===== config.mk =====
export PLATFORM = sky130hd
export DESIGN_NAME = avmm_sdram_write_wrapper_flat
export DESIGN_NICKNAME = d
export VERILOG_FILES = /design/src/rtl/avmm_sdram_write_wrapper_if.sv /design/src/rtl/avmm_sdram_write_wrapper.sv /design/src/flat_wrapper.sv
export SDC_FILE = /design/constraint.sdc
export NUM_CORES = 1
export LEC_CHECK = 0
export ABC_AREA = 1
export BUFFER_PORTS_ARGS = -buffer_cell sky130_fd_sc_hd__buf_2
export CAP_MARGIN = 10
export CORE_ASPECT_RATIO = 1.2
export CORE_MARGIN = 1
export CORE_UTILIZATION = 40
export CTS_CLUSTER_SIZE = 30
export DETAILED_ROUTE_END_ITERATION = 10
export PLACE_DENSITY = 0.66
export SYNTH_ARGS = -nofsm -noshare
export SYNTH_HDL_FRONTEND = slang
export SYNTH_SLANG_ARGS = --single-unit
export TNS_END_PERCENT = 5

===== constraint.sdc =====
create_clock -name clk -period 4 [get_ports clk]
set_clock_uncertainty 0.05 [all_clocks]
set_input_delay 0.4 -clock clk [delete_from_list [all_inputs] [get_ports clk]]
set_output_delay 0.4 -clock clk [all_outputs]
set_load 0.01 [all_outputs]

===== src/rtl/avmm_sdram_write_wrapper_if.sv =====
// ---------------------------------------------------------------------------
// avmm_sdram_write_wrapper_if
//
// Purpose : Avalon-MM burst-write bus between the write wrapper (master) and
//           the SDRAM controller (slave).
// Params  : SDRAM_DATA_W - data width in bits. It must match the wrapper's
//           SDRAM_DATA_W.
// Signals : address     - byte address of the current burst
//           burstcount  - beats in the current burst
//           write       - write strobe
//           writedata   - beat data
//           byteenable  - byte lanes of the beat
//           waitrequest - slave stall
// ---------------------------------------------------------------------------
interface avmm_sdram_write_wrapper_if #(
    parameter int SDRAM_DATA_W = 128
);
    localparam int BYTES = SDRAM_DATA_W / 8;

    logic [31:0]             address;
    logic [10:0]             burstcount;
    logic                    write;
    logic [SDRAM_DATA_W-1:0] writedata;
    logic [BYTES-1:0]        byteenable;
    logic                    waitrequest;

    modport master (
        output address, burstcount, write, writedata, byteenable,
        input  waitrequest
    );

    modport slave (
        input  address, burstcount, write, writedata, byteenable,
        output waitrequest
    );
endinterface


===== src/rtl/avmm_sdram_write_wrapper.sv =====
// ---------------------------------------------------------------------------
// avmm_sdram_write_wrapper
//
// Purpose : Turns a streaming write request into Avalon-MM burst writes. The
//           request is a start byte address, a beat count and a valid/ready
//           data stream. Long transfers are split into bursts of at most
//           MAX_BURST beats. write_done pulses once, after the slave accepts
//           the last beat.
//
// Ports   : clk, rst_n       - clock and asynchronous active-low reset
//           avm (master)     - Avalon-MM write bus (address, burstcount,
//                              write, writedata, byteenable, waitrequest)
//           write_addr/cnt   - transfer start address and beat count; both
//                              are sampled with write_start
//           write_start      - one-cycle request strobe
//           write_data/valid - client beat stream; write_ready is its ready
//           write_be         - client byte enables (optional port)
//           write_done       - one-cycle completion pulse
//           busy             - high from the accepted start until write_done
//
// Config  : define AVMM_WR_BYTEENABLE_EN to add write_be. write_be is
//           registered with the beat data and driven on byteenable.
//           Without the macro, byteenable is tied to all-ones.
// ---------------------------------------------------------------------------
module avmm_sdram_write_wrapper #(
    parameter int SDRAM_DATA_W = 128,
    parameter int MAX_BURST    = 64
) (
    input  logic                          clk,
    input  logic                          rst_n,
    avmm_sdram_write_wrapper_if.master    avm,
    input  logic [31:0]                   write_addr,
    input  logic [31:0]                   write_cnt,
    input  logic                          write_start,
    input  logic [SDRAM_DATA_W-1:0]       write_data,
`ifdef AVMM_WR_BYTEENABLE_EN
    input  logic [SDRAM_DATA_W/8-1:0]     write_be,
`endif
    input  logic                          write_valid,
    output logic                          write_ready,
    output logic                          write_done,
    output logic                          busy
);
    localparam int BYTES = SDRAM_DATA_W / 8;

    typedef enum logic [1:0] {S_IDLE, S_BURST, S_DONE} state_t;

    state_t                  state_q;
    logic [31:0]             rem_q;        // beats not yet accepted by the slave
    logic [10:0]             burst_len_q;  // beats in the current burst
    logic [10:0]             loaded_q;     // beats of this burst taken from the client
    logic [10:0]             acked_q;      // beats of this burst accepted by the slave
    logic [31:0]             address_q;
    logic [10:0]             burstcount_q;
    logic                    write_q;
    logic [SDRAM_DATA_W-1:0] writedata_q;
    logic [BYTES-1:0]        be_q;
    logic                    done_q;
    logic                    busy_q;

    // Beats in the next burst: the smaller of the remaining count and MAX_BURST.
    function automatic logic [10:0] clip_len(input logic [31:0] n);
        if (n > 32'(MAX_BURST)) return 11'(MAX_BURST);
        return n[10:0];
    endfunction

    logic        in_burst;
    logic        accept;
    logic        last_accept;
    logic [31:0] rem_left_d;
    logic        more_d;
    logic        hs;

    assign in_burst    = (state_q == S_BURST);
    assign accept      = in_burst && write_q && !avm.waitrequest;
    assign last_accept = accept && (acked_q == burst_len_q - 11'd1);
    assign rem_left_d  = rem_q - {21'd0, burst_len_q};
    assign more_d      = (rem_left_d != 32'd0);

    // When the last beat of a burst leaves, the first beat of the next burst
    // can be loaded on the same edge. This keeps throughput at one beat per
    // cycle across burst boundaries.
    assign write_ready = in_burst && (!write_q || !avm.waitrequest) &&
                         ((loaded_q < burst_len_q) || (last_accept && more_d));
    assign hs          = write_valid && write_ready;

    // NOTE: state lives in one clocked block and is assigned only with <=.
    // Every read in the block therefore sees the value from before the edge.
    // NOTE: the reset clears control and output registers only. The data
    // register needs no reset for correctness; it is cleared here only
    // because writedata has a defined reset value.
    always_ff @(posedge clk or negedge rst_n) begin
        if (!rst_n) begin
            state_q      <= S_IDLE;
            rem_q        <= '0;
            burst_len_q  <= '0;
            loaded_q     <= '0;
            acked_q      <= '0;
            address_q    <= '0;
            burstcount_q <= '0;
            write_q      <= 1'b0;
            writedata_q  <= '0;
            be_q         <= '0;
            done_q       <= 1'b0;
            busy_q       <= 1'b0;
        end else begin
            done_q <= 1'b0;
            case (state_q)
                S_IDLE: begin
                    if (write_start) begin
                        busy_q       <= 1'b1;
                        rem_q        <= write_cnt;
                        address_q    <= write_addr;
                        burst_len_q  <= clip_len(write_cnt);
                        burstcount_q <= clip_len(write_cnt);
                        loaded_q     <= '0;
                        acked_q      <= '0;
                        if (write_cnt == 32'd0) begin
                            state_q <= S_DONE;
                            done_q  <= 1'b1;
                        end else begin
                            state_q <= S_BURST;
                        end
                    end
                end

                S_BURST: begin
                    // Output register: a load wins over the slave draining it.
                    if (hs) begin
                        write_q     <= 1'b1;
                        writedata_q <= write_data;
`ifdef AVMM_WR_BYTEENABLE_EN
                        be_q        <= write_be;
`endif
                    end else if (accept) begin
                        write_q <= 1'b0;
                    end

                    if (last_accept) begin
                        rem_q   <= rem_left_d;
                        acked_q <= '0;
                        if (more_d) begin
                            address_q    <= address_q + 32'(burst_len_q) * 32'(BYTES);
                            burst_len_q  <= clip_len(rem_left_d);
                            burstcount_q <= clip_len(rem_left_d);
                            loaded_q     <= hs ? 11'd1 : 11'd0;
                        end else begin
                            state_q <= S_DONE;
                            done_q  <= 1'b1;
                        end
                    end else begin
                        if (accept) acked_q  <= acked_q + 11'd1;
                        if (hs)     loaded_q <= loaded_q + 11'd1;
                    end
                end

                S_DONE: begin
                    state_q <= S_IDLE;
                    busy_q  <= 1'b0;
                end

                default: state_q <= S_IDLE;
            endcase
        end
    end

    assign avm.address    = address_q;
    assign avm.burstcount = burstcount_q;
    assign avm.write      = write_q;
    assign avm.writedata  = writedata_q;
`ifdef AVMM_WR_BYTEENABLE_EN
    assign avm.byteenable = be_q;
`else
    assign avm.byteenable = '1;
`endif
    assign write_done     = done_q;
    assign busy           = busy_q;

endmodule


===== src/flat_wrapper.sv =====
// flat-port wrapper written by rule: the top's interface ports become plain ports
module avmm_sdram_write_wrapper_flat 
#(
    parameter int SDRAM_DATA_W = 128,
    parameter int MAX_BURST    = 64
)
  (clk, rst_n, write_addr, write_cnt, write_start, write_data, write_valid, write_ready, write_done, busy, avm_address, avm_burstcount, avm_write, avm_writedata, avm_byteenable, avm_waitrequest);
  avmm_sdram_write_wrapper_if #(.SDRAM_DATA_W(SDRAM_DATA_W)) avm_i ();
  input  logic clk;
  input  logic rst_n;
  input  logic [31:0] write_addr;
  input  logic [31:0] write_cnt;
  input  logic write_start;
  input  logic [SDRAM_DATA_W-1:0] write_data;
  input  logic write_valid;
  output logic write_ready;
  output logic write_done;
  output logic busy;
  output wire logic [$bits(avm_i.address)-1:0] avm_address;
  output wire logic [$bits(avm_i.burstcount)-1:0] avm_burstcount;
  output wire logic [$bits(avm_i.write)-1:0] avm_write;
  output wire logic [$bits(avm_i.writedata)-1:0] avm_writedata;
  output wire logic [$bits(avm_i.byteenable)-1:0] avm_byteenable;
  input wire logic [$bits(avm_i.waitrequest)-1:0] avm_waitrequest;
  assign avm_address = avm_i.address;
  assign avm_burstcount = avm_i.burstcount;
  assign avm_write = avm_i.write;
  assign avm_writedata = avm_i.writedata;
  assign avm_byteenable = avm_i.byteenable;
  assign avm_i.waitrequest = avm_waitrequest;
  avmm_sdram_write_wrapper #(.SDRAM_DATA_W(SDRAM_DATA_W), .MAX_BURST(MAX_BURST)) u_core (.clk(clk), .rst_n(rst_n), .avm(avm_i), .write_addr(write_addr), .write_cnt(write_cnt), .write_start(write_start), .write_data(write_data), .write_valid(write_valid), .write_ready(write_ready), .write_done(write_done), .busy(busy));
endmodule

==> results of run 1 <==
power groups by stage:
stage                     clock [mW]  sequential [mW]  combinational (mW)
final                           2.34             4.13                7.50
after global placement             0             4.11                7.25
after detailed placement           0             4.10                7.36
after global routing            2.48             4.26                8.36
after floorplan                    0             4.40                4.33
after CTS                       2.40             4.12                7.42
per-layer routing:
layer / vias up / global-route usage (%) / wire [microns]
met5: - / 0 / 12
met4: 2 / 9.53 / 1400
met3: 75 / 6.31 / 3620
met2: 510 / 44.6 / 21600
met1: 6291 / 33.8 / 18400
li1: 6494 / - / -
state kept, by name (all words and copies together), names as in the netlist:
register,count
u_core.acked_q,11
u_core.avm.address,32
u_core.avm.burstcount,11
u_core.avm.write,1
u_core.avm.writedata,128
u_core.busy,1
u_core.loaded_q,11
u_core.rem_q,32
u_core.state_q,2
u_core.write_done,1
cells by family after synthesis:
kind of cell	after synthesis	synth area share, %
simple gates	1080	34.5
flops	230	43.8
buf+inv	219	7.51
compound gates	166	7.08
xor+xnor	46	3.17
fa+ha+maj	37	3.63
mux	4	0.343
other cells	1	0.0285
Yosys cell counts (2+ instances only):
cell | n | area (sq um)
sky130_fd_sc_hd__dfrtp_1 | 230 | 5760
sky130_fd_sc_hd__o211ai_1 | 6 | 45.0
sky130_fd_sc_hd__nand3b_1 | 8 | 60.1
sky130_fd_sc_hd__nor3b_1 | 4 | 30.0
sky130_fd_sc_hd__a31oi_1 | 34 | 213
sky130_fd_sc_hd__o21bai_1 | 3 | 22.5
sky130_fd_sc_hd__nand4_1 | 31 | 194
sky130_fd_sc_hd__inv_1 | 119 | 447
sky130_fd_sc_hd__xnor2_1 | 12 | 105
sky130_fd_sc_hd__nor2_2 | 3 | 18.8
sky130_fd_sc_hd__o21ai_1 | 6 | 30.0
sky130_fd_sc_hd__nand3_1 | 207 | 1040
sky130_fd_sc_hd__clkinv_1 | 2 | 7.51
sky130_fd_sc_hd__inv_2 | 6 | 22.5
sky130_fd_sc_hd__nor4_1 | 4 | 25.0
sky130_fd_sc_hd__or2_2 | 8 | 50.1
sky130_fd_sc_hd__nor3_2 | 2 | 20.0
sky130_fd_sc_hd__buf_1 | 12 | 45.0
sky130_fd_sc_hd__fa_1 | 2 | 40.0
sky130_fd_sc_hd__o22ai_1 | 4 | 25.0
sky130_fd_sc_hd__nor3_1 | 13 | 65.1
sky130_fd_sc_hd__mux2_2 | 4 | 45.0
sky130_fd_sc_hd__nand2_1 | 620 | 2330
sky130_fd_sc_hd__nor2_1 | 175 | 657
sky130_fd_sc_hd__ha_1 | 35 | 438
sky130_fd_sc_hd__a21oi_1 | 47 | 235
sky130_fd_sc_hd__o21ai_0 | 57 | 285
sky130_fd_sc_hd__a211oi_1 | 2 | 15.0
sky130_fd_sc_hd__clkbuf_1 | 27 | 101
sky130_fd_sc_hd__buf_4 | 37 | 278
sky130_fd_sc_hd__xor2_1 | 33 | 289
sky130_fd_sc_hd__buf_2 | 15 | 75.1
sky130_fd_sc_hd__nand3_2 | 2 | 20.0
critical path: cells and delay by family, from the launching register on:
family	cells	cell delay (ps)
AOI/OAI and AO/OA	2	360
adders and majority gates	1	390
buffers and inverters	4	500
DFF	1	440
and+or+nand+nor	11	1120
timing repair:
| item | 4_1_cts | 5_1_grt |
|---|---|---|
| gates resized for setup | 9 | 17 |
| endpoints found under the setup margin | 34 | 47 |
| buffers inserted | 2 | 4 |
| pin swaps | 2 | 3 |
| hold buffers | 1 | 0 |
| endpoints found under the hold margin | 96 | 0 |
final timing paths:
path	endpoint	depth (start not counted)
setup / recovery	write_ready	18
hold / removal	u_core.avm.writedata[35]	3
setup reg to reg	u_core.avm.burstcount[6]	19
hold reg to reg	u_core.avm.writedata[60]	2
max in group asynchronous	u_core.avm.writedata[98]	3
min in group asynchronous	u_core.rem_q[27]	2
through the flow:
stage | worst slack [ps] | instances | hold WS (ps) | power, mW | cell area (sq um)
3_5_place_dp | -68.4 | 2530 | 410 | 11.5 | 15600
5_1_grt | -15.3 | 2583 | 24.4 | 15.1 | 16500
4_1_cts | 5.51 | 2575 | 3.90 | 13.9 | 16400
2_1_floorplan | 1060 | 1798 | 54.4 | 8.73 | 13200
6_report | 187 | 2583 | 30.6 | 14.0 | 16500
3_3_place_gp | -47.6 | 2530 | 407 | 11.4 | 15600
cell type report:
type | count | area (sq um)
repair buffers | 424 | 2380
well taps | 407 | 509
diodes | 4 | 10.0
clock buffers | 36 | 749
clock inverters | 6 | 57.6
inverters | 127 | 477
fillers | 3211 | 15700
multi-input cells | 1349 | 6590
flip-flops and latches | 230 | 5760
==> impl_results.html, run 1 <==
<table>
<tr><th>Metric</th><th>Value</th></tr>
<tr><th colspan="2">STA</th></tr>
<tr><td>Final worst path period need</td><td>3810 ps</td></tr>
<tr><td>Fin crit share</td><td>95.3%</td></tr>
<tr><td>Highest clock frequency the design can meet</td><td>262 MHz</td></tr>
<tr><td>Total Negative Setup Slacks</td><td>0 ps</td></tr>
<tr><td>Final hold violation count</td><td>0</td></tr>
<tr><td>Max-slew violation count</td><td>0</td></tr>
<tr><td>Worst Max-Slew Pin Slew</td><td>875 ps</td></tr>
<tr><td>Max_slew headroom</td><td>41.1%</td></tr>
<tr><td>Setup-failing EPs final</td><td>0</td></tr>
<tr><th colspan="2">Floorplan</th></tr>
<tr><td>Initial core utilization</td><td>40.8%</td></tr>
<tr><td>I/O pin cnt</td><td>388</td></tr>
<tr><td>DIE WIDTH</td><td>168 microns</td></tr>
<tr><td>DIE AREA</td><td>33600 sq um</td></tr>
<tr><td>Std-Cell Core Area</td><td>32300 sq um</td></tr>
<tr><td>Chip Height</td><td>201 microns</td></tr>
<tr><td>Placement Rows</td><td>72</td></tr>
<tr><th colspan="2">Detailed routing</th></tr>
<tr><td>DRC violation count after routing</td><td>0</td></tr>
<tr><td>First-pass detailed-route iteration total</td><td>6</td></tr>
<tr><td>Number of vias per cell</td><td>5.18</td></tr>
<tr><td>Remaining antenna violation count after routing</td><td>0</td></tr>
<tr><td>Total via count in the routed design</td><td>13400</td></tr>
<tr><td>Final wirelength</td><td>45000 microns</td></tr>
<tr><td>Number of design-rule violations left by the first detailed-router iteration</td><td>907</td></tr>
<tr><td>Wire per inst</td><td>17.4 microns</td></tr>
<tr><th colspan="2">Worst setup path</th></tr>
<tr><td>CP Max Fanout</td><td>5</td></tr>
<tr><td>Cell chain of the critical path</td><td>inv_2 -&gt; ha_1 -&gt; nand2_1 -&gt; nand2_1 -&gt; inv_1 -&gt; nand2_1 -&gt; a21oi_4 -&gt; buf_4 -&gt; nand2_1 -&gt; nand2_1 -&gt; nand3_1 -&gt; nor2_1 -&gt; nand2_1 -&gt; nor2_2 -&gt; nand3_2 -&gt; nand2_2 -&gt; a21boi_4 -&gt; buf_2</td></tr>
<tr><td>Startpoint of the worst register-to-register path</td><td>u_core.avm.burstcount[0]</td></tr>
<tr><td>Critical path's slowest cell</td><td>sky130_fd_sc_hd__dfrtp_2</td></tr>
<tr><td>WP data arrival</td><td>3360 ps</td></tr>
<tr><td>Setup crit start kind</td><td>register</td></tr>
<tr><td>Crit path required time</td><td>3550 ps</td></tr>
<tr><td>Flop2flop setup slack</td><td>300 ps</td></tr>
<tr><td>Endpoint type of the worst setup path</td><td>output pin</td></tr>
<tr><td>CP Class</td><td>register to output pin</td></tr>
<tr><td>Worst setup path startpoint</td><td>u_core.avm.burstcount[8]</td></tr>
<tr><td>Crit-path most repeated cell</td><td>sky130_fd_sc_hd__nand2_1</td></tr>
<tr><td>Critical path's largest stage delay</td><td>440 ps</td></tr>
<tr><th colspan="2">Place</th></tr>
<tr><td>HPWL reported at the end of detailed placement</td><td>33700 microns</td></tr>
<tr><td>Count of input and output buffers</td><td>371</td></tr>
<tr><td>Routability congestion estimate</td><td>0.958</td></tr>
<tr><th colspan="2">Power</th></tr>
<tr><td>Power density over cell area</td><td>845 nW/um^2</td></tr>
<tr><td>Design internal power</td><td>7.44 mW</td></tr>
<tr><td>Switching pwr</td><td>6.54 mW</td></tr>
<tr><td>Share of total power in the clock network</td><td>16.7%</td></tr>
<tr><td>Portion of total power attributed to sequential cells</td><td>29.6%</td></tr>
<tr><td>Leakage power total</td><td>8.84 nW</td></tr>
<tr><td>Power share of the combinational group</td><td>53.7%</td></tr>
<tr><td>VDD IR max</td><td>470 uV</td></tr>
<tr><td>Switching Share</td><td>46.8%</td></tr>
<tr><th colspan="2">Yosys</th></tr>
<tr><td>Yosys synthesis warning count</td><td>0</td></tr>
<tr><td>Share of synthesized area occupied by flip-flops and latches</td><td>43.8%</td></tr>
<tr><td>Post-synth cell types</td><td>46</td></tr>
<tr><td>Post-synthesis cell area</td><td>13200 sq um</td></tr>
<tr><td>Register bit count reported by yosys</td><td>230</td></tr>
<tr><td>Post-synthesis instance total</td><td>1783</td></tr>
<tr><td>Count of flip-flops with a built-in enable after synthesis</td><td>0</td></tr>
<tr><td>Most used flip-flop cell after synthesis</td><td>sky130_fd_sc_hd__dfrtp_1</td></tr>
<tr><td>Ys async rst share</td><td>100%</td></tr>
<tr><td>Post-synthesis average cell area</td><td>7.38 sq um</td></tr>
<tr><th colspan="2">Final layout</th></tr>
<tr><td>Post-layout utilization of the core</td><td>51.3%</td></tr>
<tr><td>Layout cell share with drive strength beyond 1</td><td>23.5%</td></tr>
<tr><td>Net total in the final layout</td><td>2393</td></tr>
<tr><td>Commonest cells after routing, fill and taps aside</td><td>sky130_fd_sc_hd__nand2_1, sky130_fd_sc_hd__buf_2, sky130_fd_sc_hd__dfrtp_1</td></tr>
<tr><td>Area grow syn2layout</td><td>25.7%</td></tr>
<tr><td>Commonest non-fill, non-tap cell in the layout</td><td>sky130_fd_sc_hd__nand2_1</td></tr>
<tr><th colspan="2">Clocking</th></tr>
<tr><td>Clock H-tree levels</td><td>1</td></tr>
<tr><td>CTS tree</td><td>built</td></tr>
<tr><td>Number of buffers created by CTS</td><td>27</td></tr>
<tr><td>Clock tree root buffer cell</td><td>sky130_fd_sc_hd__clkbuf_16</td></tr>
<tr><td>Worst skew pair latency</td><td>540 ps</td></tr>
<tr><td>Clk sink count</td><td>230</td></tr>
<tr><td>Post-CTS clock slew at the launch and capture registers of the worst setup and hold paths</td><td>60 ps</td></tr>
<tr><td>Clock Tree Buf Depth</td><td>3</td></tr>
<tr><th colspan="2">Run status</th></tr>
<tr><td>Outcome</td><td>completed</td></tr>
<tr><th colspan="2">Global route</th></tr>
<tr><td>First-pass GRT wire length</td><td>71300 microns</td></tr>
<tr><td>Total congestion overflow</td><td>0</td></tr>
<tr><td>Via count of the first global-routing pass</td><td>13100</td></tr>
<tr><td>Global Route Usage Sum</td><td>26.8%</td></tr>
<tr><td>Maximum number of pins on one net before global-route repair</td><td>100</td></tr>
<tr><td>Antenna violations before repair</td><td>5</td></tr>
<tr><th colspan="2">Run</th></tr>
<tr><td>Reported max-cap violation count</td><td>0</td></tr>
<tr><th colspan="2">Min path</th></tr>
<tr><td>Launch instance of the worst min-delay path</td><td>write_data[35]</td></tr>
<tr><td>HP Class</td><td>input port to register</td></tr>
</table>
Power figures use the tool's default switching activity.
==> inputs of run 2 (changes only) <==
--- a/config.mk
+++ b/config.mk
@@ -11,9 +11,9 @@
 export CORE_ASPECT_RATIO = 1.2
 export CORE_MARGIN = 1
 export CORE_UTILIZATION = 40
-export CTS_CLUSTER_SIZE = 30
 export DETAILED_ROUTE_END_ITERATION = 10
 export PLACE_DENSITY = 0.66
+export REMOVE_ABC_BUFFERS = 1
 export SYNTH_ARGS = -nofsm -noshare
 export SYNTH_HDL_FRONTEND = slang
 export SYNTH_SLANG_ARGS = --single-unit
==> impl_results.html, run 2 (synthesis gave the netlist of run 1 again) <==
<table>
<tr><th>Metric</th><th>Value</th></tr>
<tr><th colspan="2">Clocking</th></tr>
<tr><td>Clk sink count</td><td>230 (unchanged)</td></tr>
<tr><td>Clock H-tree levels</td><td>1 (unchanged)</td></tr>
<tr><td>Worst skew pair latency</td><td>560 ps (+20 ps)</td></tr>
<tr><td>CTS tree</td><td>built</td></tr>
<tr><td>Clock Tree Buf Depth</td><td>3 (unchanged)</td></tr>
<tr><td>Number of buffers created by CTS</td><td>26 (-3.7%)</td></tr>
<tr><td>Clock tree root buffer cell</td><td>sky130_fd_sc_hd__clkbuf_16</td></tr>
<tr><td>Post-CTS clock slew at the launch and capture registers of the worst setup and hold paths</td><td>60 ps (about the same)</td></tr>
<tr><th colspan="2">Global route</th></tr>
<tr><td>Total congestion overflow</td><td>0 (unchanged)</td></tr>
<tr><td>Antenna violations before repair</td><td>9 (+4)</td></tr>
<tr><td>Maximum number of pins on one net before global-route repair</td><td>109 (+9.0%)</td></tr>
<tr><td>Met2 usage</td><td>44.7% (+0.13 points)</td></tr>
<tr><td>Global Route Usage Sum</td><td>26.9% (+0.14 points)</td></tr>
<tr><td>Met1 Resource Use GR</td><td>34.5% (+0.67 points)</td></tr>
<tr><td>Via count of the first global-routing pass</td><td>13000 (-1.0%)</td></tr>
<tr><td>Global Route met3 Usage</td><td>6.21% (-0.099 points)</td></tr>
<tr><td>First-pass GRT wire length</td><td>71200 microns (-0.13%)</td></tr>
<tr><td>Peak-usage layer in the global routing report</td><td>met2</td></tr>
<tr><th colspan="2">Min path</th></tr>
<tr><td>HP Class</td><td>input port to register</td></tr>
<tr><th colspan="2">Worst setup path</th></tr>
<tr><td>CP Class</td><td>register to output pin</td></tr>
<tr><td>Buf/Inv on CP</td><td>4 (unchanged)</td></tr>
<tr><td>Stages on worst setup path</td><td>18 (unchanged)</td></tr>
<tr><td>Capture point of the worst reg-to-reg path</td><td>u_core.loaded_q[1]</td></tr>
<tr><td>Dominant delay contributor by cell family on the critical path</td><td>simple AND/OR/NAND/NOR gates</td></tr>
<tr><td>Number of cell instances on the worst register-to-register path</td><td>16 (-3)</td></tr>
<tr><td>WP data arrival</td><td>3340 ps (-20 ps)</td></tr>
<tr><td>Startpoint of the worst register-to-register path</td><td>u_core.avm.burstcount[9]</td></tr>
<tr><td>Critical path's slowest cell</td><td>sky130_fd_sc_hd__dfrtp_2</td></tr>
<tr><td>Cell chain of the critical path</td><td>inv_2 -&gt; ha_1 -&gt; nand2_1 -&gt; inv_1 -&gt; nand2_1 -&gt; nand2_1 -&gt; inv_1 -&gt; nand3_1 -&gt; nand2_1 -&gt; nand3_1 -&gt; nand2_1 -&gt; nor2_1 -&gt; nand2_1 -&gt; nor2_2 -&gt; nand3_1 -&gt; nand2_2 -&gt; a21boi_4 -&gt; buf_2</td></tr>
<tr><td>Worst setup path endpoint</td><td>write_ready</td></tr>
<tr><td>Setup crit start kind</td><td>register</td></tr>
<tr><td>Endpoint type of the worst setup path</td><td>output pin</td></tr>
<tr><td>Critical path's largest stage delay</td><td>450 ps (about the same)</td></tr>
<tr><td>Crit-path most repeated cell</td><td>sky130_fd_sc_hd__nand2_1</td></tr>
<tr><td>Flop2flop setup slack</td><td>300 ps (about the same)</td></tr>
<tr><td>Crit path required time</td><td>3550 ps (about the same)</td></tr>
<tr><td>CP Max Fanout</td><td>5 (unchanged)</td></tr>
<tr><td>Worst setup path startpoint</td><td>u_core.avm.burstcount[8]</td></tr>
<tr><th colspan="2">Power</th></tr>
<tr><td>Total chip power</td><td>13.7 mW (-2.0%)</td></tr>
<tr><td>Share of total power in the clock network</td><td>16.6% (about the same)</td></tr>
<tr><td>Design internal power</td><td>7.21 mW (-3.1%)</td></tr>
<tr><td>Portion of total power attributed to sequential cells</td><td>30.5% (+0.9 points)</td></tr>
<tr><td>Leakage power total</td><td>8.84 nW (about the same)</td></tr>
<tr><td>Switching Share</td><td>47.4% (+0.60 points)</td></tr>
<tr><td>VDD IR max</td><td>405 uV (-14%)</td></tr>
<tr><td>Switching pwr</td><td>6.49 mW (-0.71%)</td></tr>
<tr><td>Power density over cell area</td><td>820 nW/um^2 (-3.0%)</td></tr>
<tr><td>Power share of the combinational group</td><td>52.9% (-0.8 points)</td></tr>
<tr><th colspan="2">Final layout</th></tr>
<tr><td>Area taken by flip-flops and latches</td><td>5760 sq um (about the same)</td></tr>
<tr><td>Area occupied by multi-input gates</td><td>6610 sq um (+0.38%)</td></tr>
<tr><td>Post-layout utilization of the core</td><td>51.8% (+0.53 points)</td></tr>
<tr><td>Layout cell share with drive strength beyond 1</td><td>22.9% (-0.59 points)</td></tr>
<tr><td>Largest register FFs</td><td>128 (unchanged)</td></tr>
<tr><td>Commonest cells after routing, fill and taps aside</td><td>sky130_fd_sc_hd__nand2_1, sky130_fd_sc_hd__buf_2, sky130_fd_sc_hd__dfrtp_1</td></tr>
<tr><td>Commonest non-fill, non-tap cell in the layout</td><td>sky130_fd_sc_hd__nand2_1</td></tr>
<tr><td>Area grow syn2layout</td><td>27.0%</td></tr>
<tr><td>Net total in the final layout</td><td>2404 (+0.46%)</td></tr>
<tr><td>Number of fill cells</td><td>3137 (-2.3%)</td></tr>
<tr><th colspan="2">Place</th></tr>
<tr><td>Routability congestion estimate</td><td>0.962 (+0.42%)</td></tr>
<tr><td>HPWL reported at the end of detailed placement</td><td>33500 microns (-0.74%)</td></tr>
<tr><td>Count of input and output buffers</td><td>371 (unchanged)</td></tr>
<tr><td>Setup Slack @ Placement</td><td>28.0 ps (+96.4 ps)</td></tr>
<tr><th colspan="2">Floorplan</th></tr>
<tr><td>Initial core utilization</td><td>40.8% (unchanged)</td></tr>
<tr><td>Placement Rows</td><td>72 (unchanged)</td></tr>
<tr><td>Std-Cell Core Area</td><td>32300 sq um (unchanged)</td></tr>
<tr><td>I/O pin cnt</td><td>388 (unchanged)</td></tr>
<tr><td>DIE AREA</td><td>33600 sq um (unchanged)</td></tr>
<tr><td>Chip Height</td><td>201 microns (unchanged)</td></tr>
<tr><td>DIE WIDTH</td><td>168 microns (unchanged)</td></tr>
<tr><th colspan="2">Run status</th></tr>
<tr><td>Outcome</td><td>completed</td></tr>
<tr><th colspan="2">STA</th></tr>
<tr><td>RSZ-0062 raised after global routing</td><td>false</td></tr>
<tr><td>Highest clock frequency the design can meet</td><td>264 MHz (+0.53%)</td></tr>
<tr><td>Worst Max-Slew Pin Slew</td><td>859 ps (-15.8 ps)</td></tr>
<tr><td>Final hold violation count</td><td>0 (unchanged)</td></tr>
<tr><td>Fin crit share</td><td>94.8% (-0.51 points)</td></tr>
<tr><td>Setup-failing EPs final</td><td>0 (unchanged)</td></tr>
<tr><td>Final worst path period need</td><td>3790 ps (-20.3 ps)</td></tr>
<tr><td>Max_slew headroom</td><td>42.7% (+1.6 points)</td></tr>
<tr><td>Max-slew violation count</td><td>0 (unchanged)</td></tr>
<tr><td>Worst path setup slack after routing</td><td>208 ps (+20.3 ps)</td></tr>
<tr><th colspan="2">Detailed routing</th></tr>
<tr><td>Wire per inst</td><td>17.4 microns (+0.11%)</td></tr>
<tr><td>Final wirelength</td><td>45400 microns (+0.81%)</td></tr>
<tr><td>Number of design-rule violations left by the first detailed-router iteration</td><td>1236 (+36%)</td></tr>
<tr><td>First-pass detailed-route iteration total</td><td>6 (unchanged)</td></tr>
<tr><td>DRC violation count after routing</td><td>0 (unchanged)</td></tr>
<tr><td>Total via count in the routed design</td><td>13500 (+0.75%)</td></tr>
<tr><td>Number of vias per cell</td><td>5.18 (about the same)</td></tr>
<tr><td>Remaining antenna violation count after routing</td><td>0 (unchanged)</td></tr>
<tr><th colspan="2">Run</th></tr>
<tr><td>Reported max-cap violation count</td><td>0 (unchanged)</td></tr>
</table>
run 2: changes by cell type in the layout (fill, tap and decap cells not counted), moves of 3 or more:
cell | previous run | this run
sky130_fd_sc_hd__nor2_2 | 6 | 9
sky130_fd_sc_hd__buf_12 | 9 | 6
sky130_fd_sc_hd__nor2_1 | 172 | 168
sky130_fd_sc_hd__dfrtp_2 | 3 | 7
sky130_fd_sc_hd__clkinv_2 | 4 | 9
sky130_fd_sc_hd__buf_4 | 44 | 22
sky130_fd_sc_hd__dlygate4sd3_1 | 1 | 38
sky130_fd_sc_hd__dfrtp_1 | 227 | 223
run 2: worst min-delay path by stage:
stage,start,to,slack (ps),cells after the start
finish,write_data[56],u_core.avm.writedata[56],20,3
detailed placement,u_core.avm.writedata[71],u_core.avm.writedata[71],410,2
global placement,u_core.avm.writedata[125],u_core.avm.writedata[125],410,2
floorplan,rst_n,u_core.acked_q[0],50,0
CTS,write_data[56],u_core.avm.writedata[56],0.4,3
global route,write_data[4],u_core.avm.writedata[4],1,3
run 2: final cells by class:
type	count	area share, %
multi-input combinational	1349	39.6
clock inverter	13	0.524
sequential	230	34.5
clock buffer	34	4.25
antenna	5	0.0749
inverter	127	2.86
tap	407	3.05
timing repair buffer	436	15.1
run 2: worst min-delay path, delay by kind of cell:
| family | cells | cell delay, ps |
|---|---|---|
| simple gates | 2 | 120 |
| buf+inv | 1 | 80 |
run 2: metal layers:
metal	part of all wire, %	vias to the layer above
met1	40	6311
met2	48	535
met5	0.12	-
met4	2.8	8
li1	-	6529
met3	8.8	89
run 2: power groups by stage:
stage | combinational [mW] | clock [mW] | sequential (mW)
global placement | 6.97 | 0 | 4.15
finish | 7.24 | 2.28 | 4.18
CTS | 7.15 | 2.34 | 4.16
global route | 8.12 | 2.43 | 4.31
floorplan | 4.13 | 0 | 4.40
detailed placement | 7.07 | 0 | 4.15
run 2: what timing repair did:
item,in CTS,in global routing
hold endpoints to repair,142,0
hold buffers,38,0
setup endpoints to repair,3,23
cloned,0,0
gates resized for setup,10,27
pin swaps,1,2
setup buffers,1,1
run 2: through the flow:
| step | hold WS, ps | setup TNS (ps) | cell area, sq um | cells |
|---|---|---|---|---|
| after floorplan | 54.4 | -599310 | 12700 | 1706 |
| after global placement | 408 | -1010 | 15400 | 2509 |
| after detailed placement | 410 | 0 | 15400 | 2509 |
| after CTS | 0.390 | 0 | 16600 | 2595 |
| after global routing | 1.50 | 0 | 16700 | 2598 |
| final | 22.5 | 0 | 16700 | 2601 |
